[src/rtl/ibex_lsu_split.sv]
// Load/store unit: drives the req/gnt/rvalid data bus and splits misaligned
// word/halfword accesses into two aligned transactions with merged load data.
module ibex_lsu_split (
  input  logic        clk_i,
  input  logic        rst_i,
  input  logic        lsu_en_i,
  input  logic        lsu_we_i,
  input  logic [1:0]  lsu_type_i,
  input  logic        lsu_sign_ext_i,
  input  logic [31:0] lsu_wdata_i,
  input  logic [31:0] adder_result_ex_i,
  output logic        data_req_o,
  input  logic        data_gnt_i,
  output logic [31:0] data_addr_o,
  output logic        data_we_o,
  output logic [3:0]  data_be_o,
  output logic [31:0] data_wdata_o,
  input  logic        data_rvalid_i,
  input  logic [31:0] data_rdata_i,
  input  logic        data_err_i,
  output logic [31:0] lsu_rdata_o,
  output logic        lsu_rdata_valid_o,
  output logic        ready_ex_o,
  output logic        load_err_o,
  output logic        store_err_o,
  output logic        busy_o
);

  // state    | meaning
  // IDLE     | no access in flight, request driven straight from lsu_en_i
  // WAIT_RV1 | first half of a split access granted, awaiting its response
  // REQ2     | requesting the second aligned word of a split access
  // WAIT_RV  | final (or only) access granted, awaiting its response
  localparam logic [1:0] IDLE     = 2'd0;
  localparam logic [1:0] WAIT_RV1 = 2'd1;
  localparam logic [1:0] REQ2     = 2'd2;
  localparam logic [1:0] WAIT_RV  = 2'd3;

  logic [1:0]  state, state_next;
  logic [1:0]  offset;
  logic        misaligned;
  logic [3:0]  size_mask;
  logic [7:0]  be_wide;
  logic [31:0] addr_base;
  logic [31:0] addr_second;
  logic [63:0] wdata_dup;
  logic [31:0] rdata_lo_q;
  logic [31:0] rdata_q;
  logic [31:0] first_word, second_word;
  logic [63:0] merged;
  logic [31:0] raw;
  logic [31:0] rdata_fmt;
  logic        rvalid;
  logic        final_resp;
  logic        first_err;

  // lsu_* inputs are held stable until ready_ex_o, so they are used directly
  // in every state instead of being captured.
  assign offset = adder_result_ex_i[1:0];

  always_comb begin
    size_mask = 4'b0001;
    case (lsu_type_i)
      2'b00:   size_mask = 4'b1111;
      2'b01:   size_mask = 4'b0011;
      default: size_mask = 4'b0001;
    endcase
  end

  // Bits that spill past byte 3 form the second access's enables.
  assign be_wide    = {4'b0000, size_mask} << offset;
  assign misaligned = (be_wide[7:4] != 4'b0000);

  assign addr_base   = {adder_result_ex_i[31:2], 2'b00};
  assign addr_second = addr_base + 32'd4;

  assign wdata_dup = {lsu_wdata_i, lsu_wdata_i} << {offset, 3'b000};

  // A response arriving together with reset must not raise any pulse.
  assign rvalid = data_rvalid_i & ~rst_i;

  always_comb begin
    state_next = state;
    case (state)
      IDLE: begin
        if (lsu_en_i && data_gnt_i) begin
          state_next = misaligned ? WAIT_RV1 : WAIT_RV;
        end
      end
      WAIT_RV1: begin
        if (rvalid) begin
          state_next = data_err_i ? IDLE : REQ2;
        end
      end
      REQ2: begin
        if (data_gnt_i) begin
          state_next = WAIT_RV;
        end
      end
      WAIT_RV: begin
        if (rvalid) begin
          state_next = IDLE;
        end
      end
      default: state_next = IDLE;
    endcase
  end

  always_ff @(posedge clk_i) begin
    if (rst_i) begin
      state      <= IDLE;
      rdata_lo_q <= 32'h0;
      rdata_q    <= 32'h0;
    end else begin
      state <= state_next;
      if (state == WAIT_RV1 && rvalid) begin
        rdata_lo_q <= data_rdata_i;
      end
      if (lsu_rdata_valid_o) begin
        rdata_q <= rdata_fmt;
      end
    end
  end

  assign data_req_o   = ((state == IDLE) & lsu_en_i) | (state == REQ2);
  assign data_addr_o  = (state == REQ2) ? addr_second : addr_base;
  assign data_be_o    = (state == REQ2) ? be_wide[7:4] : be_wide[3:0];
  assign data_we_o    = lsu_we_i;
  assign data_wdata_o = wdata_dup[63:32];

  always_comb begin
    first_word  = data_rdata_i;
    second_word = 32'h0;
    if (misaligned) begin
      first_word  = rdata_lo_q;
      second_word = data_rdata_i;
    end
  end

  assign merged = {second_word, first_word} >> {offset, 3'b000};
  assign raw    = merged[31:0];

  always_comb begin
    rdata_fmt = raw;
    case (lsu_type_i)
      2'b00:   rdata_fmt = raw;
      2'b01:   rdata_fmt = {{16{lsu_sign_ext_i & raw[15]}}, raw[15:0]};
      default: rdata_fmt = {{24{lsu_sign_ext_i & raw[7]}}, raw[7:0]};
    endcase
  end

  assign first_err  = (state == WAIT_RV1) & rvalid & data_err_i;
  assign final_resp = ((state == WAIT_RV) & rvalid) | first_err;

  assign ready_ex_o        = ((state == IDLE) & ~lsu_en_i) | final_resp;
  assign lsu_rdata_valid_o = (state == WAIT_RV) & rvalid & ~data_err_i & ~lsu_we_i;
  assign load_err_o        = final_resp & data_err_i & ~lsu_we_i;
  assign store_err_o       = final_resp & data_err_i & lsu_we_i;
  assign lsu_rdata_o       = lsu_rdata_valid_o ? rdata_fmt : rdata_q;
  assign busy_o            = (state != IDLE);

endmodule
[config.mk]
export PLATFORM = sky130hd
export DESIGN_NAME = ibex_lsu_split
export DESIGN_NICKNAME = d
export VERILOG_FILES = /design/src/rtl/ibex_lsu_split.sv
export SDC_FILE = /design/constraint.sdc
export NUM_CORES = 1
export LEC_CHECK = 0
export BUFFER_PORTS_ARGS = -buffer_cell sky130_fd_sc_hd__buf_2
export CAP_MARGIN = 15
export CORE_MARGIN = 4
export CORE_UTILIZATION = 36
export CTS_BUF_LIST = sky130_fd_sc_hd__clkbuf_8 sky130_fd_sc_hd__clkbuf_16
export DETAILED_ROUTE_END_ITERATION = 12
export GPL_TIMING_DRIVEN = 1
export MAX_ROUTING_LAYER = met4
export PLACE_DENSITY = 0.64
export SLEW_MARGIN = 15
export SYNTH_ARGS = -nofsm -noshare
export SYNTH_HDL_FRONTEND = slang
export SYNTH_SLANG_ARGS = --single-unit
[constraint.sdc]
create_clock -name clk_i -period 5.5 [get_ports clk_i]
set_input_delay 1.1 -clock clk_i [delete_from_list [all_inputs] [get_ports clk_i]]
set_output_delay 1.1 -clock clk_i [all_outputs]
set_load 0.01 [all_outputs]
==> impl_summary.log, run 1 <==
[metrics] run status: complete, no violations
[metrics] number of vias after detailed routing: 5600
[metrics] wire per inst: 17.4 um
[metrics] clock sink count: 58
[metrics] crit-path max FO: 45
[metrics] setup bufs post-CTS: 0
[metrics] antenna violations before repair: 3
[metrics] via count of the first global-routing pass: around 5300
[metrics] Cell variety after synth: 52
[metrics] endpoint arrival time on the critical path: 3.33 ns
[metrics] DPL Wire Length: roughly 14000 um
[metrics] I/O Pins: 213
[metrics] width of the chip: around 130 um
[metrics] master cell of the clock root buffer: sky130_fd_sc_hd__clkbuf_16
[metrics] worst IR drop on VDD: 0.161 mV
[metrics] total length of routed met2 wires: roughly 8000 um
[metrics] total placed cells including tap cells: around 1000
[metrics] R2R setup slack: 3.48 ns
[metrics] count of endpoints failing hold in the final timing report: 0
[metrics] Die Ht: about 130 um
[metrics] cell area after layout: roughly 6600 um2
[metrics] portion of synthesized cell area occupied by the leading cell type: 22.5%
[metrics] Antenna Violating Nets Remaining: 0
[metrics] clk slew on worst S/H paths: ~0.05 ns
[metrics] area of the placeable core: 14000 um2
[metrics] CTS HTree Levels: 3
[metrics] CP endpoint: lsu_rdata_o[20]
[metrics] Fmax: between 200 and 250 MHz
[metrics] Avg Synthesized Cell Area: 7.90 um2
[metrics] detailed route wirelength on metal3: between 1000 and 1500 um
[metrics] non-filler instance count after layout: 1015
[metrics] unrepaired setup endpoints after global routing: false
[metrics] worst flop-to-flop path startpoint: state[0]
[metrics] max_slew headroom: approximately 30%
[metrics] TritonCTS clock tree: done
[metrics] required time of the critical path: between 4 and 5 ns
[metrics] reg-to-reg critical path endpoint: rdata_q[14]
[metrics] worst hold-check path type: flip-flop to flip-flop
[metrics] fill cell count: 1403
[metrics] DRC marker count from the first detailed-route iteration: ~400
[metrics] utilization after layout: 46.9%
[metrics] number of maximum-capacitance constraint violations: 0
[metrics] number of clock buffers inserted by TritonCTS: 9
[metrics] flops & latches, synth: 58
[metrics] P&R area growth vs syn: 27.1%
[metrics] top cell type by total area after synthesis: sky130_fd_sc_hd__dfxtp_1
[metrics] uppermost routed layer: met4
[metrics] library cell contributing the largest single delay on the critical path: sky130_fd_sc_hd__nor3_1
[metrics] cell count after synthesis: between 600 and 700
[metrics] Slowest Stage Delay on Critical Path: around 0.73 ns
[metrics] Hold Buf Count CTS: 0
[metrics] leakage dissipation: 2.78 nW
[metrics] Final Skew: just over 0.009 ns
[metrics] Syn. warnings: 0
[metrics] detailed-router iteration count before antenna repair: 5
[metrics] cells along the critical path: buf_4 -> inv_2 -> nor3_1 -> a211oi_1 -> o21ai_0 -> a21oi_1 -> buf_2
[metrics] GRT Resource Usage Total: ~22%
[metrics] category of the most critical setup path: input pin to output pin
[metrics] cell depth of the worst flop-to-flop path: 6
[metrics] maximum root-to-sink buffer count: 2
[metrics] slack of the critical path: between 1 and 1.5 ns
[metrics] clock network latency to the later pin of the worst-skew pair: approximately 0.33 ns
[metrics] critical path capture point type: output pin
[metrics] final critical-path required period: 4.43 ns
[metrics] Post-synth ARST share: 0%
[metrics] number of enable flip-flop cells after synthesis: 0
[metrics] quantity of I/O buffers inserted on ports: 210
[metrics] main flop type after synthesis: sky130_fd_sc_hd__dfxtp_1
[metrics] full die area: around 16000 um2
[metrics] Post-Route Setup TNS: 0 ns
[metrics] worst slack at placement: 1.13 ns
[metrics] pin count of the biggest net entering global routing: 60
[metrics] weighted congestion reported at the end of routability-driven placement: between 0.9 and 1
[metrics] Post-route DRC: 0
[metrics] count of standard-cell rows: 43
[metrics] Tcrit/Tclk final: between 80% and 90%
[metrics] Worst Tran Pin Value: about 1.0 ns
[metrics] post-CTS resize count: 0
[metrics] fraction of final layout cells with drive strength greater than 1: between 30% and 40%
[metrics] sum of overflow across all layers after global routing: 0
[metrics] launch point of the worst path: adder_result_ex_i[0]
[metrics] CP startpoint kind: input pin
[metrics] routed length on met1: 8080 um
[metrics] sequential cell area fraction in the yosys report: around 22%
[metrics] post-placement cell area: slightly above 6000 um2
[metrics] routed wire length: 17700 um
[metrics] Final Slew Violations: 0
[metrics] starting utilization of the core area: between 30% and 40%
[metrics] Synth Cell Area: 5160 um2
[metrics] setup violation total in the final timing report: 0
[metrics] post-detailed-route via-to-cell ratio: around 5.5
[metrics] leading cell types by total area after synthesis: sky130_fd_sc_hd__dfxtp_1, sky130_fd_sc_hd__mux4_2, sky130_fd_sc_hd__nand2_1
[metrics] final net count: ~930
[metrics] wire length of the first global-routing pass: 28100 um
[metrics] Power Dens Cells: 209 nW/um2
[cell families after synthesis]
family                     synth area share, %
xor gates and xnor gates                  4.92
buffers and inverters                     6.10
DFF                                       22.5
other                                   0.0726
AOI/OAI and AO/OA                         19.2
adders and majority gates                0.242
muxes                                     22.4
and+or+nand+nor                           24.6
[synthesized netlist by cell type (all sizes together), types with 2 or more instances]
cell / instances
a211oi: 27
a31oi: 14
xnor2: 22
dfxtp: 58
mux2i: 22
or3: 2
nor3b: 9
inv: 6
nor4: 10
buf: 32
mux4: 41
clkbuf: 27
o21bai: 7
nand3: 19
nor2b: 5
a21o: 7
nand2b: 3
nor3: 27
nand2: 122
xor2: 7
o31ai: 2
a21oi: 63
or2: 3
nor2: 61
nand4: 7
and3: 4
o21ai: 19
o211ai: 14
[power breakdown]
part           internal (W)  switching (W)  leakage [nW]
Clock              0.000405       0.000199         0.160
Combinational      0.000149       0.000190          2.15
Sequential         0.000425     0.00000545         0.468
[worst min-delay path by stage]
stage | startpoint | end | slack, ns | cells past startpoint
2_1_floorplan | rdata_lo_q[15] | rdata_lo_q[15] | 0.44 | 2
3_3_place_gp | rdata_lo_q[12] | rdata_lo_q[12] | 0.44 | 2
3_5_place_dp | rdata_lo_q[10] | rdata_lo_q[10] | 0.45 | 2
4_1_cts | rdata_lo_q[10] | rdata_lo_q[10] | 0.46 | 2
5_1_grt | rdata_lo_q[10] | rdata_lo_q[10] | 0.48 | 2
6_report | rdata_lo_q[10] | rdata_lo_q[10] | 0.45 | 2
[registers in the layout, summed over array words and instances (netlist names)]
register    cells
state           2
rdata_lo_q     24
rdata_q        32
[through the flow]
step | hold WS, ns | total power (W)
6_report | 0.455 | 0.00137
5_1_grt | 0.483 | 0.00143
4_1_cts | 0.456 | 0.00138
3_5_place_dp | 0.449 | 0.000778
3_3_place_gp | 0.445 | 0.000776
2_1_floorplan | 0.436 | 0.000641
[cell type report]
cell class	instances	area [um2]	area share (%)
multi-input combinational	532	3700	56.3
sequential	58	1160	17.7
timing repair buffer	220	1130	17.2
clock buffer	10	239	3.64
tap	180	225	3.43
clock inverter	6	81.3	1.24
inverter	6	22.5	0.343
antenna	3	7.51	0.114
[routing by layer]
layer / vias to the layer above / track usage (%)
met5: - / -
met4: 0 / 4.43
met3: 19 / 4.13
met2: 228 / 32.8
met1: 2610 / 30.4
li1: 2743 / -
[placed cells by master (no fill, tap or decap), types with 18 or more instances in the layout]
cell                       instances
sky130_fd_sc_hd__o21ai_0          18
sky130_fd_sc_hd__nor2_1           61
sky130_fd_sc_hd__a211oi_1         24
sky130_fd_sc_hd__a21oi_1          63
sky130_fd_sc_hd__nand2_1         122
sky130_fd_sc_hd__nor3_1           25
sky130_fd_sc_hd__mux4_2           41
sky130_fd_sc_hd__dfxtp_1          58
sky130_fd_sc_hd__nand3_1          18
sky130_fd_sc_hd__xnor2_1          22
sky130_fd_sc_hd__buf_2           208
sky130_fd_sc_hd__mux2i_1          22
[worst max-delay path, delay by kind of cell]
kind,cells,cell delay (ns)
AO/OA/AOI/OAI,3,0.61
AND/OR/NAND/NOR,1,0.73
buffers and inverters,3,0.86
No activity file was read; power rests on OpenSTA's default activity.
==> run 2: changes to the inputs <==
==> constraint.sdc (replaced) <==
create_clock -name clk_i -period 4.3 [get_ports clk_i]
set_input_delay 0.86 -clock clk_i [delete_from_list [all_inputs] [get_ports clk_i]]
set_output_delay 0.86 -clock clk_i [all_outputs]
set_load 0.01 [all_outputs]
==> impl_summary.log, run 2 (synthesis gave the netlist of run 1 again) <==
[metrics] setup violation total in the final timing report: 0
[metrics] worst flop-to-flop path startpoint: state[0]
[metrics] detailed-router iteration count before antenna repair: 5
[metrics] width of the chip: 128 um
[metrics] utilization after layout: between 40% and 50%
[metrics] Post-route DRC: 0
[metrics] most used cells in the layout excluding fill and tap cells: sky130_fd_sc_hd__buf_2, sky130_fd_sc_hd__nand2_1, sky130_fd_sc_hd__a21oi_1
[metrics] leakage dissipation: 2.82 nW
[metrics] worst IR drop on VDD: about 0.18 mV
[metrics] clock network latency to the later pin of the worst-skew pair: ~0.33 ns
[metrics] full die area: 16300 um2
[metrics] number of maximum-capacitance constraint violations: 0
[metrics] clock sink count: 58
[metrics] leading cell type in the layout, fill and taps excluded: sky130_fd_sc_hd__buf_2
[metrics] GRT Resource Usage Total: between 20% and 30%
[metrics] sum of overflow across all layers after global routing: 0
[metrics] starting utilization of the core area: around 37%
[metrics] maximum root-to-sink buffer count: 2
[metrics] via count of the first global-routing pass: approximately 5000
[metrics] unrepaired setup endpoints after global routing: false
[metrics] DPL Wire Length: approximately 13000 um
[metrics] number of vias after detailed routing: about 5700
[metrics] fraction of final layout cells with drive strength greater than 1: a little over a third
[metrics] Antenna Violating Nets Remaining: 0
[metrics] DRC marker count from the first detailed-route iteration: 422
[metrics] Total Power: about 0.0018 W
[metrics] CP startpoint kind: input pin
[metrics] wire length of the first global-routing pass: 27400 um
[metrics] routed wire length: approximately 18000 um
[metrics] Power Dens Cells: roughly 280 nW/um2
[metrics] weighted congestion reported at the end of routability-driven placement: between 0.9 and 1
[metrics] largest registers in the final layout: rdata_q: 32 flops, rdata_lo_q: 24 flops, state: 2 flops
[metrics] wire per inst: 17.3 um
[metrics] Tcrit/Tclk final: between 80% and 90%
[metrics] Worst Tran Pin Value: 1.07 ns
[metrics] largest reg by FF count: rdata_q
[metrics] Final Skew: ~0.0064 ns
[metrics] run status: complete, no violations
[metrics] count of standard-cell rows: 43
[metrics] Hold Buf Count CTS: 0
[metrics] launch point of the worst path: adder_result_ex_i[0]
[metrics] max_slew headroom: between 20 and 30%
[metrics] endpoint arrival time on the critical path: roughly 2.9 ns
[metrics] final critical-path required period: about 3.7 ns
[metrics] number of flip-flops in the largest register: 32
[metrics] worst hold-check path type: flip-flop to flip-flop
[metrics] Post-Route Setup TNS: 0 ns
[metrics] WHS: 0.456 ns
[metrics] clk slew on worst S/H paths: about 0.05 ns
[metrics] TritonCTS clock tree: done
[metrics] number of clock buffers inserted by TritonCTS: 9
[metrics] P&R area growth vs syn: 28.4%
[metrics] CTS HTree Levels: 3
[metrics] fill cell count: between 1000 and 1500
[metrics] worst slack at placement: 0.635 ns
[metrics] setup bufs post-CTS: 0
[metrics] count of endpoints failing hold in the final timing report: 0
[metrics] post-CTS resize count: 0
[metrics] Die Ht: between 100 and 150 um
[metrics] Final Slew Violations: 0
[metrics] final net count: around 940
[metrics] category of the most critical setup path: input pin to output pin
[metrics] quantity of I/O buffers inserted on ports: 210
[metrics] slack of the critical path: 0.586 ns
[metrics] master cell of the clock root buffer: sky130_fd_sc_hd__clkbuf_16
[metrics] HP Start: rdata_lo_q[10]
[metrics] pin count of the biggest net entering global routing: 60
[metrics] Fmax: 269 MHz
[metrics] area of the placeable core: between 10000 and 15000 um2
[metrics] critical path capture point type: output pin
[metrics] I/O Pins: 213
[metrics] crit-path max FO: 30
[metrics] required time of the critical path: ~3.4 ns
[metrics] antenna violations before repair: 2
[metrics] post-detailed-route via-to-cell ratio: 5.58
-- run 2: routing by layer --
metal,routed length [um],vias up,track usage [%],share of wire [%]
met5,0,-,-,0
met4,148,0,3.87,0.84
met3,1560,15,3.42,8.8
met2,8240,271,33.8,47
met1,7660,2650,29.0,44
li1,-,2754,-,-
-- run 2: where the power goes --
part | switching, W | internal, W
logic | 0.000244 | 0.000194
registers | 0.00000675 | 0.000544
clock network | 0.000259 | 0.000595
total | 0.000509 | 0.00133
-- run 2: metrics by stage --
step | instance area, um2 | cells
floorplan | 5170 | 655
detailed placement | 6270 | 1001
finish | 6630 | 1019
global placement | 6270 | 1001
global route | 6630 | 1019
CTS | 6630 | 1017
-- run 2: worst max-delay path, cell delays in order --
cell                       delay, ns
sky130_fd_sc_hd__buf_4          0.29
sky130_fd_sc_hd__inv_2          0.22
sky130_fd_sc_hd__nor3_1         0.68
sky130_fd_sc_hd__a211oi_1       0.14
sky130_fd_sc_hd__o21ai_0        0.37
sky130_fd_sc_hd__a21oi_1        0.12
sky130_fd_sc_hd__buf_2          0.16
-- run 2: worst paths after layout --
check | to | slack (ns) | cells past startpoint
max | lsu_rdata_o[21] | 0.59 | 7
min | rdata_lo_q[10] | 0.46 | 2
max reg2reg | rdata_q[8] | 2.22 | 6
min reg2reg | rdata_lo_q[10] | 0.46 | 2
-- run 2: cell type report --
class	count	area [um2]	share of cell area [%]
well taps	180	225	3.39
flip-flops and latches	58	1160	17.5
clock buffers	11	253	3.81
repair buffers	225	1170	17.6
diodes	2	5.00	0.0754
inverters	6	22.5	0.339
multi-input cells	532	3700	55.7
clock inverters	5	101	1.53
==> run 3: changes to the inputs <==
==> constraint.sdc (replaced) <==
create_clock -name clk_i -period 3.7 [get_ports clk_i]
set_input_delay 0.74 -clock clk_i [delete_from_list [all_inputs] [get_ports clk_i]]
set_output_delay 0.74 -clock clk_i [all_outputs]
set_load 0.01 [all_outputs]
==> impl_summary.log, run 3 (synthesis gave the netlist of run 1 again) <==
[metrics] most used cell, CP: sky130_fd_sc_hd__buf_2
[metrics] routed wire length: 17800 um
[metrics] P&R area growth vs syn: 27.4%
[metrics] CP startpoint kind: input pin
[metrics] weighted congestion reported at the end of routability-driven placement: around 0.9
[metrics] TritonCTS clock tree: done
[metrics] maximum root-to-sink buffer count: 2
[metrics] GRT Resource Usage Total: 21.6%
[metrics] number of maximum-capacitance constraint violations: 0
[metrics] I/O Pins: 213
[metrics] Post-route DRC: 0
[metrics] number of inserted diodes: 0
[metrics] unrepaired setup endpoints after global routing: false
[metrics] share of total power in the clock network: a little under two fifths
[metrics] starting utilization of the core area: 36.9%
[metrics] DPL Wire Length: roughly 14000 um
[metrics] count of endpoints failing hold in the final timing report: 0
[metrics] reg-to-reg critical path endpoint: rdata_q[8]
[metrics] endpoint arrival time on the critical path: 2.59 ns
[metrics] Combinational Power Share: around 28%
[metrics] Die Ht: 128 um
[metrics] Hold Buf Count CTS: 0
[metrics] largest registers in the final layout: rdata_q: 32 flops, rdata_lo_q: 24 flops, state: 2 flops
[metrics] Fmax: roughly 300 MHz
[metrics] HP Start: rdata_lo_q[15]
[metrics] clk slew on worst S/H paths: approximately 0.050 ns
[metrics] DRC marker count from the first detailed-route iteration: between 400 and 500
[metrics] leakage dissipation: ~2.8 nW
[metrics] full die area: around 16000 um2
[metrics] number of vias after detailed routing: approximately 5700
[metrics] Tcrit/Tclk final: approximately nine tenths
[metrics] final net count: 941
[metrics] cells along the critical path: buf_2 -> or2_1 -> mux2i_1 -> a211oi_2 -> nand2_1 -> nand3_1 -> buf_2
[metrics] R2R setup slack: 1.63 ns
[metrics] crit-path max FO: 14
[metrics] pin count of the biggest net entering global routing: 79
[metrics] run status: complete, no violations
[metrics] setup bufs post-CTS: 0
[metrics] detailed-router iteration count before antenna repair: 5
[metrics] fraction of final layout cells with drive strength greater than 1: a little over a third
[metrics] leading cell type in the layout, fill and taps excluded: sky130_fd_sc_hd__buf_2
[metrics] worst hold-check path type: flip-flop to flip-flop
[metrics] Post-Route Setup TNS: 0 ns
[metrics] wire per inst: about 17 um
[metrics] required time of the critical path: 2.96 ns
[metrics] WHS: about 0.46 ns
[metrics] Min-Delay Path Depth: 2
[metrics] final critical-path required period: between 3 and 4 ns
[metrics] Slowest Stage Delay on Critical Path: roughly 0.41 ns
[metrics] Sw Pwr: between 0.0005 and 0.0006 W
[metrics] antenna violations before repair: 0
[metrics] Internal Power: 0.00130 W
[metrics] critical path capture point type: output pin
[metrics] wire length of the first global-routing pass: ~28000 um
[metrics] sequential share of power: 34.3%
[metrics] clock network latency to the later pin of the worst-skew pair: roughly 0.32 ns
[metrics] cell depth of the worst flop-to-flop path: 6
[metrics] count of standard-cell rows: 43
[metrics] library cell contributing the largest single delay on the critical path: sky130_fd_sc_hd__nand2_1
[metrics] worst flop-to-flop path startpoint: state[0]
[metrics] master cell of the clock root buffer: sky130_fd_sc_hd__clkbuf_16
[metrics] worst hold path endpoint: rdata_lo_q[15]
[metrics] via count of the first global-routing pass: approximately 5200
[metrics] worst IR drop on VDD: around 0.19 mV
[metrics] post-CTS resize count: 0
[metrics] fraction of power spent switching nets: 30.5%
[metrics] Final Skew: 0.00552 ns
[metrics] width of the chip: between 100 and 150 um
[metrics] Power Dens Cells: around 280 nW/um2
[metrics] CTS HTree Levels: 3
[metrics] most used cells in the layout excluding fill and tap cells: sky130_fd_sc_hd__buf_2, sky130_fd_sc_hd__nand2_1, sky130_fd_sc_hd__a21oi_1
[metrics] sum of overflow across all layers after global routing: 0
[metrics] clock sink count: 58
[metrics] quantity of I/O buffers inserted on ports: 210
[metrics] area of the placeable core: between 10000 and 15000 um2
[metrics] Final Slew Violations: 0
[metrics] max_slew headroom: 30.9%
[metrics] largest reg by FF count: rdata_q
[metrics] Antenna Violating Nets Remaining: 0
[metrics] setup violation total in the final timing report: 0
[metrics] number of flip-flops in the largest register: 32
[metrics] category of the most critical setup path: input pin to output pin
[metrics] number of clock buffers inserted by TritonCTS: 9
[metrics] post-detailed-route via-to-cell ratio: between 5 and 6
[metrics] Worst Tran Pin Value: just over 1 ns
[run 3: changes by cell type in the layout (fill, tap and decap cells not counted)]
cell,before,now
sky130_fd_sc_hd__inv_1,5,6
sky130_fd_sc_hd__diode_2,2,0
sky130_fd_sc_hd__clkinv_2,0,4
sky130_fd_sc_hd__buf_12,0,3
sky130_fd_sc_hd__bufinv_16,3,0
sky130_fd_sc_hd__buf_4,17,16
sky130_fd_sc_hd__clkinvlp_4,1,0
sky130_fd_sc_hd__clkbuf_8,2,0
[run 3: worst max-delay path by stage]
stage	cells after the start	from	to	slack, ns
2_1_floorplan	8	lsu_type_i[0]	lsu_rdata_o[30]	0.76
3_3_place_gp	7	lsu_type_i[0]	lsu_rdata_o[14]	0.47
3_5_place_dp	7	lsu_type_i[0]	lsu_rdata_o[14]	0.40
4_1_cts	7	lsu_type_i[0]	lsu_rdata_o[14]	0.40
5_1_grt	7	lsu_type_i[0]	lsu_rdata_o[14]	0.23
6_report	7	lsu_type_i[0]	lsu_rdata_o[14]	0.37
[run 3: power by group through the flow]
stage / Clock (W) / Sequential, W / Combinational (W)
3_3_place_gp: 0 / 0.000653 / 0.000510
4_1_cts: 0.000731 / 0.000640 / 0.000515
3_5_place_dp: 0 / 0.000653 / 0.000513
6_report: 0.000713 / 0.000640 / 0.000516
2_1_floorplan: 0 / 0.000649 / 0.000304
5_1_grt: 0.000755 / 0.000641 / 0.000559
[run 3: area by class of cell]
cell class / instances / area, um2
clock buffers: 9 / 225
well taps: 180 / 225
repair buffers: 227 / 1220
flip-flops and latches: 58 / 1160
fillers: 1407 / 7410
clock inverters: 6 / 27.5
inverters: 6 / 22.5
multi-input cells: 532 / 3700
[run 3: critical path, delay by kind of cell]
family          cells  cell delay, ns
simple gates        3            0.94
mux                 1            0.17
buf+inv             2            0.33
compound gates      1            0.40
[run 3: per-layer routing]
layer  global-route usage (%)  vias up  routed length [um]
li1                         -     2751                   -
met1                     29.0     2637                7790
met2                     33.8      250                8240
met3                     3.92       24                1440
met4                     5.37        0                 285
met5                        -        -                   0
[run 3: stage by stage]
step | utilization (%) | std cells | setup slack, ns | instance area, um2 | power (W)
after global placement | 45.2 | 1003 | 0.465 | 6330 | 0.00116
after detailed placement | 45.2 | 1003 | 0.401 | 6330 | 0.00117
after floorplan | - | 655 | 0.761 | 5170 | 0.000953
after CTS | 47.0 | 1018 | 0.398 | 6580 | 0.00189
final | 47.0 | 1018 | 0.374 | 6580 | 0.00187
after global routing | 47.0 | 1018 | 0.233 | 6580 | 0.00195
